$ cat config.mk
export PLATFORM = sky130hd
export DESIGN_NAME = keypad_scanner
export DESIGN_NICKNAME = d
export VERILOG_FILES = /design/src/rtl/keypad_pkg.sv /design/src/rtl/scan_tick_gen.sv /design/src/rtl/keypad_scanner.sv
export SDC_FILE = /design/constraint.sdc
export NUM_CORES = 1
export LEC_CHECK = 0
export CORE_MARGIN = 3
export CORE_UTILIZATION = 51
export DETAILED_ROUTE_END_ITERATION = 12
export PLACE_DENSITY = 0.77
export SLEW_MARGIN = 20
export SYNTH_ARGS = -nofsm -noshare
export SYNTH_HDL_FRONTEND = slang
export SYNTH_HIERARCHICAL = 1
export SYNTH_SLANG_ARGS = --single-unit
$ cat constraint.sdc
create_clock -name clk -period 2.31 [get_ports clk]
set_input_delay 0.3465 -clock clk [delete_from_list [all_inputs] [get_ports clk]]
set_output_delay 0.3465 -clock clk [all_outputs]
set_load 0.1 [all_outputs]
$ cat src/rtl/keypad_pkg.sv
// -----------------------------------------------------------------------------
// keypad_pkg
//   Shared types and constants for the 4x4 matrix keypad scanner.
//   - kp_state_t     : scanner FSM states
//   - COL_STROBE     : column index -> active-low one-hot column strobe
//   - KEY_NONE       : key_code value before any key has been accepted
//   - lowest_low_row : picks the winning row when several rows read low
// -----------------------------------------------------------------------------
package keypad_pkg;

  localparam int NUM_ROWS = 4;
  localparam int NUM_COLS = 4;
  localparam int ROW_W    = 2;
  localparam int COL_W    = 2;
  localparam int CODE_W   = ROW_W + COL_W;

  typedef enum logic [1:0] {
    SCAN     = 2'd0,
    DEBOUNCE = 2'd1,
    HELD     = 2'd2
  } kp_state_t;

  localparam logic [NUM_COLS-1:0] COL_STROBE [NUM_COLS] = '{
    4'b1110, 4'b1101, 4'b1011, 4'b0111
  };

  localparam logic [CODE_W-1:0] KEY_NONE = '0;

  // Lowest-index row that reads low wins; returns 0 when no row is low.
  function automatic logic [ROW_W-1:0] lowest_low_row(input logic [NUM_ROWS-1:0] rows_n);
    lowest_low_row = '0;
    for (int i = NUM_ROWS - 1; i >= 0; i--) begin
      if (!rows_n[i]) lowest_low_row = ROW_W'(i);
    end
  endfunction

endpackage

$ cat src/rtl/scan_tick_gen.sv
// -----------------------------------------------------------------------------
// scan_tick_gen
//   Free-running counter 0..OVERFLOW that wraps to 0. tick is high for the
//   single clk cycle in which the count equals OVERFLOW, giving one tick per
//   OVERFLOW+1 clocks.
// Ports:
//   clk   in  system clock
//   reset in  synchronous, active-high reset (count returns to 0)
//   tick  out one-cycle scan tick
// -----------------------------------------------------------------------------
module scan_tick_gen #(
  parameter int OVERFLOW = 65535
) (
  input  logic clk,
  input  logic reset,
  output logic tick
);

  localparam int              CW   = (OVERFLOW < 1) ? 1 : $clog2(OVERFLOW + 1);
  localparam logic [CW-1:0]   LAST = CW'(OVERFLOW);

  logic [CW-1:0] r_count;

  // NOTE: sequential state uses non-blocking assignments so every flop samples
  // pre-edge values regardless of block ordering.
  always_ff @(posedge clk) begin
    if (reset) begin
      r_count <= '0;
    end else if (r_count == LAST) begin
      r_count <= '0;
    end else begin
      r_count <= r_count + 1'b1;
    end
  end

  assign tick = (r_count == LAST);

endmodule

$ cat src/rtl/keypad_scanner.sv
// -----------------------------------------------------------------------------
// keypad_scanner
//   Scans a 4x4 matrix keypad. One column is strobed low at a time; the rows
//   are read back (active-low), synchronised, debounced on scan ticks, and an
//   accepted key is reported as a one-cycle key_valid pulse with
//   key_code = {row, col}. The column is frozen while a key is being debounced
//   or held, so the same key is watched until its release is accepted.
// Optional feature (macro KEYPAD_REPEAT_EN):
//   While held, key_valid re-pulses after REPEAT_DELAY low ticks and then every
//   REPEAT_PERIOD low ticks; any high sample restarts that schedule. The
//   REPEAT_* parameters exist only in that build.
// Ports:
//   clk        in   system clock
//   reset      in   synchronous, active-high reset
//   row_n      in   [3:0] keypad rows, active-low, asynchronous
//   col_select out  [3:0] active-low one-hot column strobe
//   key_code   out  [3:0] {row, col} of last accepted key, held until next accept
//   key_valid  out  one-cycle pulse when key_code is (re)issued
//   key_held   out  high from press accept until release accept
// -----------------------------------------------------------------------------
module keypad_scanner
  import keypad_pkg::*;
#(
  parameter int SCAN_OVERFLOW  = 65535,
`ifdef KEYPAD_REPEAT_EN
  parameter int REPEAT_DELAY   = 64,
  parameter int REPEAT_PERIOD  = 16,
`endif
  parameter int DEBOUNCE_TICKS = 4
) (
  input  logic       clk,
  input  logic       reset,
  input  logic [3:0] row_n,
  output logic [3:0] col_select,
  output logic [3:0] key_code,
  output logic       key_valid,
  output logic       key_held
);

  localparam int               DEB_W      = $clog2(DEBOUNCE_TICKS + 1);
  localparam logic [DEB_W-1:0] DEB_TARGET = DEB_W'(DEBOUNCE_TICKS);

`ifdef KEYPAD_REPEAT_EN
  localparam int HOLD_MAX = (REPEAT_DELAY > REPEAT_PERIOD) ? REPEAT_DELAY : REPEAT_PERIOD;
  localparam int HOLD_W   = $clog2(HOLD_MAX + 1);
  localparam logic [HOLD_W-1:0] REP_DELAY_C  = HOLD_W'(REPEAT_DELAY);
  localparam logic [HOLD_W-1:0] REP_PERIOD_C = HOLD_W'(REPEAT_PERIOD);
`endif

  logic                w_tick;
  logic [NUM_ROWS-1:0] r_row_meta;
  logic [NUM_ROWS-1:0] r_rows_s;

  kp_state_t           r_state,     w_state;
  logic [COL_W-1:0]    r_col,       w_col;
  logic [ROW_W-1:0]    r_row,       w_row;
  logic [DEB_W-1:0]    r_deb_cnt,   w_deb_cnt;
  logic [DEB_W-1:0]    r_rel_cnt,   w_rel_cnt;
  logic [CODE_W-1:0]   r_key_code,  w_key_code;
  logic                r_key_valid, w_key_valid;
  logic                r_key_held,  w_key_held;
  logic                w_row_low;
  logic                w_accept;
`ifdef KEYPAD_REPEAT_EN
  logic [HOLD_W-1:0]   r_hold_cnt,  w_hold_cnt;
  logic                r_repeating, w_repeating;
`endif

  scan_tick_gen #(
    .OVERFLOW (SCAN_OVERFLOW)
  ) u_tick (
    .clk   (clk),
    .reset (reset),
    .tick  (w_tick)
  );

  // Two-flop synchroniser; resets to the idle (all rows high) level so no
  // phantom key is seen on the first ticks after reset.
  always_ff @(posedge clk) begin
    if (reset) begin
      r_row_meta <= '1;
      r_rows_s   <= '1;
    end else begin
      r_row_meta <= row_n;
      r_rows_s   <= r_row_meta;
    end
  end

  always_ff @(posedge clk) begin
    if (reset) begin
      r_state     <= SCAN;
      r_col       <= '0;
      r_row       <= '0;
      r_deb_cnt   <= '0;
      r_rel_cnt   <= '0;
      r_key_code  <= KEY_NONE;
      r_key_valid <= 1'b0;
      r_key_held  <= 1'b0;
`ifdef KEYPAD_REPEAT_EN
      r_hold_cnt  <= '0;
      r_repeating <= 1'b0;
`endif
    end else begin
      r_state     <= w_state;
      r_col       <= w_col;
      r_row       <= w_row;
      r_deb_cnt   <= w_deb_cnt;
      r_rel_cnt   <= w_rel_cnt;
      r_key_code  <= w_key_code;
      r_key_valid <= w_key_valid;
      r_key_held  <= w_key_held;
`ifdef KEYPAD_REPEAT_EN
      r_hold_cnt  <= w_hold_cnt;
      r_repeating <= w_repeating;
`endif
    end
  end

  always_comb begin
    // NOTE: every variable gets a default before any branch so no path can
    // leave it unassigned and infer a latch.
    w_state     = r_state;
    w_col       = r_col;
    w_row       = r_row;
    w_deb_cnt   = r_deb_cnt;
    w_rel_cnt   = r_rel_cnt;
    w_key_code  = r_key_code;
    w_key_valid = 1'b0;
    w_key_held  = r_key_held;
    w_accept    = 1'b0;
    w_row_low   = ~r_rows_s[r_row];
`ifdef KEYPAD_REPEAT_EN
    w_hold_cnt  = r_hold_cnt;
    w_repeating = r_repeating;
`endif

    if (w_tick) begin
      unique case (r_state)
        SCAN: begin
          if (r_rows_s != '1) begin
            // Column stays put: the key just found is on the strobed column.
            w_row = lowest_low_row(r_rows_s);
            if (DEBOUNCE_TICKS == 1) begin
              w_accept = 1'b1;
            end else begin
              w_deb_cnt = DEB_W'(1);
              w_state   = DEBOUNCE;
            end
          end else begin
            w_col = r_col + 1'b1;
          end
        end

        DEBOUNCE: begin
          if (w_row_low) begin
            if (r_deb_cnt + 1'b1 == DEB_TARGET) begin
              w_accept = 1'b1;
            end else begin
              w_deb_cnt = r_deb_cnt + 1'b1;
            end
          end else begin
            w_deb_cnt = '0;
            w_col     = r_col + 1'b1;
            w_state   = SCAN;
          end
        end

        HELD: begin
          if (w_row_low) begin
            w_rel_cnt = '0;
`ifdef KEYPAD_REPEAT_EN
            if (r_hold_cnt + 1'b1 == (r_repeating ? REP_PERIOD_C : REP_DELAY_C)) begin
              w_key_valid = 1'b1;
              w_hold_cnt  = '0;
              w_repeating = 1'b1;
            end else begin
              w_hold_cnt  = r_hold_cnt + 1'b1;
            end
`endif
          end else begin
`ifdef KEYPAD_REPEAT_EN
            w_hold_cnt  = '0;
            w_repeating = 1'b0;
`endif
            if (r_rel_cnt + 1'b1 == DEB_TARGET) begin
              w_rel_cnt  = '0;
              w_key_held = 1'b0;
              w_col      = r_col + 1'b1;
              w_state    = SCAN;
            end else begin
              w_rel_cnt  = r_rel_cnt + 1'b1;
            end
          end
        end

        default: w_state = SCAN;
      endcase
    end

    if (w_accept) begin
      w_key_code  = {w_row, r_col};
      w_key_valid = 1'b1;
      w_key_held  = 1'b1;
      w_deb_cnt   = '0;
      w_rel_cnt   = '0;
      w_state     = HELD;
`ifdef KEYPAD_REPEAT_EN
      w_hold_cnt  = '0;
      w_repeating = 1'b0;
`endif
    end
  end

  assign col_select = COL_STROBE[r_col];
  assign key_code   = r_key_code;
  assign key_valid  = r_key_valid;
  assign key_held   = r_key_held;

endmodule

== Yosys cells after proc, flatten, opt, wreduce, memory -nomap -nowiden ==
Index checks and enable logic that the tools add are counted.

* Bits in registers: 42
* Latch bits: 0
* Memory bits (writable): 0
* ROM bits: 0
* Input port bits: 6
* Output and inout bits: 10
* Logic and storage cells: 90
* Memories: 0

* Add/sub/neg operators: 4
* Multipliers: 0
* Div/mod/pow operators: 0
* Order comparisons: 2
* Equality and inequality tests: 16
* Shifts and indexed selects: 0
* Mux-type cells: 40
* Bitwise gates (word level): 1
* Reductions and logical operators: 15

{| class="wikitable"
|+ Operators by type and width
! kind !! number
|-
| $mux 2 || 17
|-
| $add 16x1->16 const B || 1
|-
| $eq 16x16->1 const B || 1
|-
| $mux 3 || 5
|-
| $ne 3x3->1 const B || 5
|-
| $pmux 2 s3 || 2
|-
| $mux 1 || 11
|-
| $ne 2x2->1 const B || 5
|-
| $reduce_and 5->1 || 2
|-
| $reduce_bool 2->1 || 5
|-
| $bmux 4 s2 || 1
|-
| $mux 4 || 2
|-
| $reduce_and 4->1 || 2
|-
| $add 3x1->3 const B || 2
|-
| $eq 3x3->1 const B || 2
|-
| $pmux 3 s2 || 1
|-
| $reduce_and 6->1 || 1
|-
| $ne 4x4->1 const B || 1
|-
| $reduce_or 2->1 || 2
|-
| $ge 3x3->1 const B || 1
|-
| $lt 2x3->1 const B || 1
|-
| $not 2->3 || 1
|-
| $reduce_bool 3->1 || 1
|-
| $add 2x1->2 const B || 1
|-
| other kinds (5) || 5
|}

== Depth between registers and ports, before layout ==
* Depth after elaboration: 8
* Mapped depth: 9
* Depth with buffers taken out: 8

== By module ==
Netlist, hierarchy kept.

{| class="wikitable"
|+ Modules (own cells, without submodules)
! module !! instances !! cells each !! area an instance (um2) !! sequential area each (um2)
|-
| keypad_scanner || 1 || 136 || 1222.4 || 520.5
|-
| scan_tick_gen || 1 || 77 || 714.4 || 320.3
|}

== Worst setup path after synthesis ==
OpenSTA, ideal clock, no wires.

* Path type: register to register
* From: reg u_tick.r_count[0]
* To: reg r_key_code[2], in the netlist key_code[2]
* Library setup time: 0.070 ns
* Arrival: 2.207 ns
* Required time: 2.240 ns
* Setup slack: 0.032 ns
* Cell stages (with the launch flop): 9
* Path buffers: 0
* Period minus slack after synthesis: 2.278 ns
* Cells stage by stage: dfxtp_1 > ha_1 > nand3_2 > nor2_1 > and4_1 > nor3b_1 > a21oi_1 > a211o_1 > a21oi_1

* Word-level cells in the longest chain between the ends: 2
* Elaborated cells on any way between the ends: 3
* Those cells by class: eq/ne (1); mux (2)

{| class="wikitable"
|+ Ends and longest elaborated chain
! item !! RTL line !! RTL
|-
| start: declaration || scan_tick_gen.sv:22 || <nowiki>logic [CW-1:0] r_count;</nowiki>
|-
| start signal: assignment || scan_tick_gen.sv:32 || <nowiki>r_count <= r_count + 1'b1;</nowiki>
|-
| $eq 16x16->1 * || scan_tick_gen.sv:36 || <nowiki>assign tick = (r_count == LAST);</nowiki>
|-
| via w_tick || keypad_scanner.sv:50 || <nowiki>logic w_tick;</nowiki>
|-
| $mux 2 or $mux 1 (tied branches) || keypad_scanner.sv:137 || <nowiki>if (w_tick) begin</nowiki>
|-
| end signal: assignment || keypad_scanner.sv:109 || <nowiki>r_key_code <= w_key_code;</nowiki>
|-
| end: declaration || keypad_scanner.sv:59 || <nowiki>logic [CODE_W-1:0] r_key_code, w_key_code;</nowiki>
|}

The timed path passes the listed nets; every way through them passes the cells marked *.
A chain may end at the register's enable or synchronous reset.

== Worst setup path in the final report ==
* From: reg u_tick.r_count[0]
* To: reg r_rel_cnt[0]

* Word-level cells in the longest chain between the ends: 3
* Elaborated cells on any way between the ends: 4
* Those cells by class: eq/ne (1); mux (1); reduce/logical (2)

{| class="wikitable"
|+ Ends and longest elaborated chain
! item !! RTL line !! RTL
|-
| $eq 16x16->1 * || scan_tick_gen.sv:36 ||
|-
| via w_tick || keypad_scanner.sv:50 ||
|-
| $mux 1 || keypad_scanner.sv:137 ||
|-
| $reduce_or 2->1 (no source line) || n/a ||
|-
| end signal: assignment || keypad_scanner.sv:108 || <nowiki>r_rel_cnt <= w_rel_cnt;</nowiki>
|-
| end: declaration || keypad_scanner.sv:58 || <nowiki>logic [DEB_W-1:0] r_rel_cnt, w_rel_cnt;</nowiki>
|}

Marks and branches as above.

==> results_dict.tcl <==
set metrics [dict create \
    run_status "completed" \
    die_h_um 67.6 \
    via_count_of_the_first_global_routing_pass 1447 \
    reg2reg_setup_slack_ns 0.22 \
    hold_slack_ns 0.410 \
    die_outline_area_mm2 0.00457 \
    synth.lib_cells_used.distinct 41 \
    i_o_buffers 15 \
    max_freq_ghz 0.479 \
    seq_area_frac_synth_pct 43.4 \
    area_growth_syn_to_layout_pct 17.6 \
    finalHoldViolCount 0 \
    critPathMaxStageDelay_ns 0.44 \
    placement.setup.worst_slack_ns 0.119 \
    setup-tns-final_ns 0 \
    cts-root-to-sink-buffers 2 \
    r2r.worst_path.cells 8 \
    async_reset_ff_share_pct 0 \
    timing.rr.end "r_rel_cnt[0]" \
    drc 0 \
    worst_skew_pair.late_latency_ns 0.29 \
    post-route-period-util_pct 90.5 \
    yosys_warnings 6 \
    worst_relative_slew_slack_pct 69.1 \
    worst-path-max-fanout 6 \
    post-cts-setup-buffer-count 0 \
    crit_family "simple AND/OR/NAND/NOR gates" \
    finish.utilization_pct 65.2 \
    power-per-cell-area_mw_per_mm2 603 \
    cts-buffers-inserted 5 \
    critPathSlowestCell "sky130_fd_sc_hd__or3b_2" \
    ir_worst_vdd_v 0.000401 \
    finalMaxSlewViolations 0 \
    setup.worst_path.class "flip-flop to flip-flop" \
    worst_hold_startpoint "r_row_meta[0]" \
    worstMarginPinSlew_ns 0.462 \
    row_count 21 \
    gr-usage-all-layers_pct 17.9 \
    synth-edff-count 0 \
    largest_net_degree_at_the_start_of_global_routing 14 \
    critPathLaunchType "flip-flop" \
    grt-ovfl-total 0 \
    postLayoutSetupSlackWorst_ns 0.220 \
    placed_cells_incl_taps 277 \
    cp.buffers_inverters 0 \
    crit_path_end_kind "flip-flop" \
    drtIter0Drc 54 \
    drt-wirelength-per-cell_um 12.0 \
    critical_path.reg2reg.startpoint "u_tick/r_count[0]" \
    num_vias 1514 \
    num_io_pins 16 \
    path_clk_slew_ns 0.08 \
    grt_setup_unrepaired "no" \
    stdcell_area_mm2 0.00228 \
    placed_wire_length_estimate_mm 2.45 \
    tritoncts "yes" \
    final_layout_size_suffix_gt1_share_pct 20.2 \
    syn_area_per_cell_um2 9.09 \
    crit_chain "ha_1 -> nand3_2 -> nor2_1 -> and4_1 -> and3b_1 -> nand2_1 -> or3b_2 -> a21oi_1" \
    layout.nets 253 \
    finClkSkew_ns 0.00593 \
    static-leakage-power_nw 0.869 \
    core-area_mm2 0.00349 \
    clock_tree.root_cell "sky130_fd_sc_hd__clkbuf_8" \
    min_period_ns 2.09 \
    finalSetupViolations 0 \
    synth.ff_latch_count 42 \
    routed_via_density 5.33 \
    syn-num-nets 228 \
    worstPathArrival_ns 2.31 \
    cp_data_required_time_ns 2.53 \
    ctsResizeCount 0 \
    gp_routability_congestion 0.841 \
    dr.pass1.iters 4 \
    worst_hold_path_endpoint "r_rows_s[0]" \
    clkSinkCount 42 \
    placement.cell_area_mm2 0.00216 \
    totalWireLength_mm 3.42 \
    antenna_cells_inserted 0 \
    wire_length_of_the_first_global_routing_pass_mm 6.19 \
    grt_antenna_before_repair 0 \
    cts.hold.buffers_added 0 \
    initial_core_util_pct 55.4 \
    synth_top_flop_cell "sky130_fd_sc_hd__dfxtp_1" \
    die_w_um 67.6 \
    maxCapViolations 0 \
    synthesized_netlist_cell_count 213 \
    worst_hold_path.num_cells 1 \
    synth.cell_area_mm2 0.00194 \
    htree_levels 2 \
    final-instance-count-excl-fill 284 \
    total_power_mw 1.37 \
    worstHoldPathType "flip-flop to flip-flop" \
    antenna_left 0 \
]
## synth_stat cells (2+ instances only)
cell                       count  area share (%)
sky130_fd_sc_hd__mux2i_1       5             2.6
sky130_fd_sc_hd__or3_1         4             1.3
sky130_fd_sc_hd__nor3_1        6             1.6
sky130_fd_sc_hd__buf_2         2            0.52
sky130_fd_sc_hd__inv_1        13             2.5
sky130_fd_sc_hd__nand3_1       5             1.3
sky130_fd_sc_hd__nand4_1       5             1.6
sky130_fd_sc_hd__a211o_1       2            0.90
sky130_fd_sc_hd__o21ai_0       8             2.1
sky130_fd_sc_hd__a21oi_1      13             3.4
sky130_fd_sc_hd__nor3b_1       2            0.77
sky130_fd_sc_hd__ha_1          9             5.8
sky130_fd_sc_hd__nand2b_1      5             1.6
sky130_fd_sc_hd__or3b_2        2            0.90
sky130_fd_sc_hd__a211oi_1      2            0.77
sky130_fd_sc_hd__or2_2         8             2.6
sky130_fd_sc_hd__nor4_2        3             1.9
sky130_fd_sc_hd__nor2_1       27             5.2
sky130_fd_sc_hd__xor2_1        2            0.90
sky130_fd_sc_hd__xnor2_1      12             5.4
sky130_fd_sc_hd__clkbuf_1      3            0.58
sky130_fd_sc_hd__dfxtp_1      42              43
sky130_fd_sc_hd__nand2_1      15             2.9
## state kept, by name (all words and copies together) (netlist names)
register,count
u_tick/r_count,16
key_code,4
r_row_meta,4
r_rows_s,4
r_deb_cnt,3
r_rel_cnt,3
r_col,2
r_row,2
r_state,2
key_held,1
key_valid,1
## cells in the final DEF, fill, tap and decap left out, types with 2 or more instances in the layout
cell type and instances:
sky130_fd_sc_hd__inv_1 13, sky130_fd_sc_hd__a211o_1 2, sky130_fd_sc_hd__mux2i_1 5, sky130_fd_sc_hd__nand2_1 15, sky130_fd_sc_hd__a21oi_1 13, sky130_fd_sc_hd__buf_4 19
sky130_fd_sc_hd__clkdlybuf4s50_1 5, sky130_fd_sc_hd__o21ai_0 8, sky130_fd_sc_hd__or2_2 8, sky130_fd_sc_hd__nor2_1 27, sky130_fd_sc_hd__dfxtp_1 42, sky130_fd_sc_hd__ha_1 9
sky130_fd_sc_hd__nand2b_1 4, sky130_fd_sc_hd__nand4_1 5, sky130_fd_sc_hd__nor4_2 3, sky130_fd_sc_hd__nor3b_1 2, sky130_fd_sc_hd__a211oi_1 2, sky130_fd_sc_hd__nor3_1 6
sky130_fd_sc_hd__xnor2_1 12, sky130_fd_sc_hd__nand3_1 5, sky130_fd_sc_hd__or3b_2 2, sky130_fd_sc_hd__xor2_1 2, sky130_fd_sc_hd__clkbuf_8 6, sky130_fd_sc_hd__or3_1 3
## worst register-to-register path: stages (launching register included)
cell and delay (ns):
sky130_fd_sc_hd__dfxtp_1 0.37, sky130_fd_sc_hd__ha_1 0.21, sky130_fd_sc_hd__nand3_2 0.09, sky130_fd_sc_hd__nor2_1 0.13, sky130_fd_sc_hd__and4_1 0.31, sky130_fd_sc_hd__and3b_1 0.26, sky130_fd_sc_hd__nand2_1 0.08, sky130_fd_sc_hd__or3b_2 0.44
sky130_fd_sc_hd__a21oi_1 0.15
## where the power goes
group,internal [mW],switching (mW),total (mW)
Combinational,0.0264,0.0279,0.0543
Clock,0.346,0.232,0.578
Sequential,0.735,0.00781,0.742
## worst max-delay path by stage
stage	endpoint	depth (start not counted)	slack, ns	startpoint
2_1_floorplan	key_code[2]	8	0.03	u_tick/r_count[0]
3_3_place_gp	r_deb_cnt[0]	8	0.18	u_tick/r_count[0]
3_5_place_dp	r_deb_cnt[0]	8	0.12	u_tick/r_count[0]
4_1_cts	r_deb_cnt[0]	8	0.11	u_tick/r_count[0]
5_1_grt	key_code[2]	9	0.06	u_tick/r_count[0]
6_report	r_rel_cnt[0]	8	0.22	u_tick/r_count[0]
## cells by family after synthesis
group | count (synthesis) | synth area share [%]
AOI/OAI and AO/OA | 32 | 10.0
xor gates and xnor gates | 14 | 6.33
adders and majority gates | 9 | 5.81
buffers and inverters | 19 | 4.01
DFF | 42 | 43.4
muxes | 7 | 4.33
and+or+nand+nor | 90 | 26.1
## area by class of cell
cell class / instances / area [um^2]
Fill cell: 306 / 1220
Multi-Input combinational cell: 152 / 1030
Sequential cell: 42 / 841
Timing Repair Buffer: 24 / 193
Clock buffer: 6 / 82.6
Tap cell: 46 / 57.6
Inverter: 13 / 48.8
Clock inverter: 1 / 30.0
## routing by layer
| layer | track usage (%) | routed length [um] |
|---|---|---|
| met5 | 0 | 0 |
| met4 | 10.4 | 57 |
| met3 | 3.49 | 133 |
| met2 | 28.9 | 1610 |
| met1 | 22.0 | 1610 |
Power figures use the tool's default switching activity.
